--- config.mk ---
export PLATFORM = sky130hd
export DESIGN_NAME = transceiver_arbiter
export DESIGN_NICKNAME = d
export VERILOG_FILES = /design/src/rtl/transceiver_arbiter.sv
export SDC_FILE = /design/constraint.sdc
export NUM_CORES = 1
export LEC_CHECK = 0
export ABC_AREA = 1
export BUFFER_PORTS_ARGS = -buffer_cell sky130_fd_sc_hd__buf_4
export CAP_MARGIN = 30
export CORE_UTILIZATION = 30
export CTS_CLUSTER_SIZE = 30
export DETAILED_ROUTE_END_ITERATION = 12
export GPL_TIMING_DRIVEN = 0
export PLACE_DENSITY = 0.48
export SYNTH_ARGS = -nofsm -noshare
export SYNTH_HDL_FRONTEND = slang
export SYNTH_SLANG_ARGS = --single-unit
export TNS_END_PERCENT = 5
--- constraint.sdc ---
create_clock -name clk -period 1.4 [get_ports clk]
set_clock_uncertainty 0.2 [all_clocks]
set_input_delay 0.14 -clock clk [delete_from_list [all_inputs] [get_ports clk]]
set_output_delay 0.14 -clock clk [all_outputs]
set_load 0.02 [all_outputs]
--- src/rtl/transceiver_arbiter.sv ---
// Round-robin owner arbitration for one shared bidirectional transceiver, with a dead turnaround window on every dir change.
// Optional macro XCVR_ARB_HOLD_LIMIT_EN: preempt an owner after MAX_HOLD grant cycles when the other side is waiting.
module transceiver_arbiter #(
    parameter int TURN_CYCLES = 2,
    parameter int MAX_HOLD    = 16
) (
    input  logic clk,
    input  logic rst_n,
    input  logic req_a,
    input  logic req_b,
    output logic grant_a,
    output logic grant_b,
    output logic dir,
    output logic g,
    output logic busy
);
    typedef enum logic [1:0] {IDLE, TURN, GNT_A, GNT_B} state_t;

    localparam int TW = (TURN_CYCLES > 1) ? $clog2(TURN_CYCLES) : 1;

    if (TURN_CYCLES < 1) begin : g_bad_turn_cycles
        $error("TURN_CYCLES must be >= 1");
    end
    if (MAX_HOLD < 1) begin : g_bad_max_hold
        $error("MAX_HOLD must be >= 1");
    end

    state_t          state_reg, state_next;
    logic            dir_reg, dir_next;
    logic            last_a_reg, last_a_next;   // 1 = A owned last, 0 = B
    logic [TW-1:0]   turn_cnt_reg, turn_cnt_next;
    logic            g_reg, g_next;
    logic            grant_a_reg, grant_a_next;
    logic            grant_b_reg, grant_b_next;
    logic            busy_reg, busy_next;
    logic            win_a;
    logic            hold_full;

    // On a contest the side that did not own the link last wins
    assign win_a = req_a && (!req_b || !last_a_reg);

`ifdef XCVR_ARB_HOLD_LIMIT_EN
    localparam int HW = $clog2(MAX_HOLD + 1);
    logic [HW-1:0] hold_cnt_reg, hold_cnt_next;

    assign hold_full = (hold_cnt_reg == HW'(MAX_HOLD));

    // Counts grant cycles including the first; saturates so a long owner stays preemptible
    always_comb begin
        hold_cnt_next = '0;
        if (state_next == GNT_A || state_next == GNT_B) begin
            if (state_reg == state_next)
                hold_cnt_next = hold_full ? hold_cnt_reg : hold_cnt_reg + HW'(1);
            else
                hold_cnt_next = HW'(1);
        end
    end

    always_ff @(posedge clk) begin
        if (!rst_n) hold_cnt_reg <= '0;
        else        hold_cnt_reg <= hold_cnt_next;
    end
`else
    assign hold_full = 1'b0;
`endif

    always_ff @(posedge clk) begin
        if (!rst_n) begin
            state_reg    <= IDLE;
            dir_reg      <= 1'b0;
            last_a_reg   <= 1'b0;
            turn_cnt_reg <= '0;
            g_reg        <= 1'b1;
            grant_a_reg  <= 1'b0;
            grant_b_reg  <= 1'b0;
            busy_reg     <= 1'b0;
        end else begin
            state_reg    <= state_next;
            dir_reg      <= dir_next;
            last_a_reg   <= last_a_next;
            turn_cnt_reg <= turn_cnt_next;
            g_reg        <= g_next;
            grant_a_reg  <= grant_a_next;
            grant_b_reg  <= grant_b_next;
            busy_reg     <= busy_next;
        end
    end

    always_comb begin
        state_next    = state_reg;
        dir_next      = dir_reg;
        last_a_next   = last_a_reg;
        turn_cnt_next = turn_cnt_reg;
        case (state_reg)
            IDLE: begin
                if (req_a || req_b) begin
                    if (win_a == dir_reg) begin
                        state_next = win_a ? GNT_A : GNT_B;
                    end else begin
                        state_next    = TURN;
                        dir_next      = win_a;
                        turn_cnt_next = TW'(TURN_CYCLES - 1);
                    end
                end
            end
            TURN: begin
                // dir already points at the target side
                if (turn_cnt_reg == '0) begin
                    if (dir_reg) state_next = req_a ? GNT_A : IDLE;
                    else         state_next = req_b ? GNT_B : IDLE;
                end else begin
                    turn_cnt_next = turn_cnt_reg - TW'(1);
                end
            end
            GNT_A: begin
                if (!req_a || (hold_full && req_b)) begin
                    last_a_next = 1'b1;
                    if (req_b) begin
                        state_next    = TURN;
                        dir_next      = 1'b0;
                        turn_cnt_next = TW'(TURN_CYCLES - 1);
                    end else begin
                        state_next = IDLE;
                    end
                end
            end
            GNT_B: begin
                if (!req_b || (hold_full && req_a)) begin
                    last_a_next = 1'b0;
                    if (req_a) begin
                        state_next    = TURN;
                        dir_next      = 1'b1;
                        turn_cnt_next = TW'(TURN_CYCLES - 1);
                    end else begin
                        state_next = IDLE;
                    end
                end
            end
            default: state_next = IDLE;
        endcase
    end

    // Outputs are decoded from the next state so they land in registers on the same edge
    always_comb begin
        grant_a_next = (state_next == GNT_A);
        grant_b_next = (state_next == GNT_B);
        g_next       = !(grant_a_next || grant_b_next);
        busy_next    = (state_next != IDLE);
    end

    assign g       = g_reg;
    assign dir     = dir_reg;
    assign grant_a = grant_a_reg;
    assign grant_b = grant_b_reg;
    assign busy    = busy_reg;

endmodule

==> metrics.cfg <==
[critical_path]
crit_type = flip-flop to flip-flop
startpoint = last_a_reg
critPathMaxFanout = 3
crit_required_ns = 1.35
arrival_ns = 1.41
r2r_start = last_a_reg
r2r-end = dir
start_kind = flip-flop
cp-end-kind = flip-flop
reg2reg_slack_ns = -0.06
reg2reg_depth = 9

[global_route]
antenna_found_initial = 0
grt_pass1_vias = 410
grt_pass1_wl_um = 1720
gr-total-overflow = 0
grtUsageTotal_pct = 13.1
grt_max_degree = 9

[timing]
setup_slack_ns = -0.0598
finalCriticalPeriod_ns = 1.46
fmax_ghz = 0.685
slew_violations = 0
worst_slew_pin_slew_ns = 0.321
final-setup-viol-count = 2
hold_viol_final = 0
rsz0062_at_grt = yes
period_share_pct = 104
slew_headroom_pct = 78.4

[pwr]
irDropWorstVdd_mv = 0.891
cellPowerDensity_mw_per_mm2 = 2240
seqPwrFrac_pct = 32.5
comb_power_share_pct = 53.7
leakage_nw = 0.326
power.switching_uw = 624
power_frac_clock_pct = 13.9
internal_power_uw = 777
power.total_mw = 1.40
switching_share_pct = 44.5

[yosys]
yosys_warnings = 0
syn_area_um2 = 477
synth_seq_cells = 9
ys_types = 14
synth_nets = 76
synthCells = 71
syn_avg_cell_area_um2 = 6.71
synth-seq-area-share_pct = 37.8

[layout]
fin_nets = 91
diodes = 0
area_growth_pct = 31.2
largest_reg_flops = 2
drive_gt1_share_pct = 38.8
finalNonFillerCells = 101
filler_cell_count = 169

[placement]
dpl.hpwl_um = 745
io_buffers = 8
placed_cells = 95
routabilityCongestion = 0.826

[drt]
vias_per_cell = 4.52
wl_um = 966
drc = 0
via_count = 457
detail-route-antenna-nets = 0
wire_per_inst_um = 9.56
firstDrtPassIters = 2
drt_iter0_drc = 1

[hold_path]
hold_start = req_a
hold_path.class = primary input to flip-flop
holdPathStages = 4
holdPathEnd = last_a_reg

[clocking]
clock-root-buffer = clkbuf_4
cts_tree = yes
cts.sinks = 9
numCtsBuffers = 3
clockBufferDepth = 2
clk_pin_slew_worst_paths_ns = 0.06
clk_latency_ns = 0.26
ctsHtreeMaxLevel = 1

[die]
ioPinCount = 9
die_h_um = 41.9
rows = 14
design.die.area_mm2 = 0.00175
core_area_mm2 = 0.00149
fp.dieW_um = 41.9
start_util_pct = 32.0

[run_status]
status = complete, but fails checks
failed_checks = negative setup slack

[flow_run]
drv_cap = 0

[cells in the final DEF, fill, tap and decap left out, types with 2 or more instances in the layout]
cell type  Yosys  layout
nand2_1       19      16
o21ai_0        4       3
clkbuf_4       0       3
inv_2          1       2
nor2_1         4       4
inv_1         11      10
nor2_2         5       4
a21oi_2        1       3
dfxtp_2        0       4
dfxtp_1        9       5
nand2_2        3       6
buf_4          0       9
nand3_1        7       7
a21oi_1        4       2
[power by group through the flow]
stage	registers [mW]	clock network [mW]	logic, mW
final	0.455	0.195	0.752
after CTS	0.454	0.210	0.708
after detailed placement	0.455	0	0.685
after global routing	0.467	0.219	0.847
after floorplan	0.517	0	0.429
after global placement	0.453	0	0.685
[timing repair]
action,4_1_cts,5_1_grt
pin swaps,2,6
setup buffers,1,0
resized for setup,4,7
endpoints found under the setup margin,8,8
hold buffers,1,0
endpoints found under the hold margin,5,0
[cell families after synthesis]
group	synth area share (%)
and+or+nand+nor	38.3
buffers and inverters	9.45
AOI/OAI and AO/OA	11.8
DFF	37.8
adders and majority gates	2.62
[through the flow]
| step | utilization (%) | worst slack [ns] | TNS, ns | hold slack (ns) | cell area, um^2 |
|---|---|---|---|---|---|
| detailed placement | 37.5 | -0.155 | -0.761 | 0.174 | 558 |
| finish | 42.0 | -0.0598 | -0.0699 | 0.0432 | 626 |
| global route | 42.0 | -0.140 | -0.385 | 0.0558 | 626 |
| CTS | 41.1 | -0.0650 | -0.0995 | 0.0321 | 612 |
| floorplan | - | -0.00684 | -0.00684 | 0.0533 | 478 |
| global placement | 37.5 | -0.162 | -0.771 | 0.172 | 558 |
[synth_stat cells]
master / n / area (um^2)
nand2_1: 19 / 71.3
nand3_1: 7 / 35.0
o21bai_1: 1 / 7.51
inv_1: 11 / 41.3
nor2_2: 5 / 31.3
ha_1: 1 / 12.5
inv_2: 1 / 3.75
nand2_4: 1 / 11.3
a21oi_2: 1 / 8.76
a21oi_1: 4 / 20.0
nor2_1: 4 / 15.0
dfxtp_1: 9 / 180
o21ai_0: 4 / 20.0
nand2_2: 3 / 18.8
[per-layer routing]
layer / GRT usage, % / vias to the layer above / routed length [um] / part of all wire (%)
li1: - / 248 / - / -
met1: 16.5 / 203 / 486 / 50
met2: 19.7 / 6 / 431 / 45
met3: 7.83 / 0 / 49 / 5.1
met4: 1.94 / 0 / 0 / 0
met5: 0 / - / 0 / 0
[cell type report]
class	count	area, um^2	area share, %
repair buffers	10	77.6	12.4
multi-input cells	50	272	43.4
inverters	12	45.0	7.20
clock buffers	4	26.3	4.20
well taps	16	20.0	3.20
flip-flops and latches	9	185	29.6
[critical path: stages, from the launching register on]
cell and delay [ns]:
dfxtp_2 0.33, a21oi_2 0.05, ha_1 0.28, inv_2 0.04, nand2_2 0.07, nand2_2 0.06
nor2_4 0.12, nand3_1 0.08, nand2_1 0.08, nor2_1 0.04
[how the worst max path moves through the flow]
| stage | to | slack, ns |
|---|---|---|
| after global placement | dir | -0.16 |
| after floorplan | dir | -0.007 |
| after detailed placement | dir | -0.16 |
| final | dir | -0.06 |
| after CTS | dir | -0.06 |
| after global routing | dir | -0.14 |
Note: power is estimated with default switching activity, not from simulation.
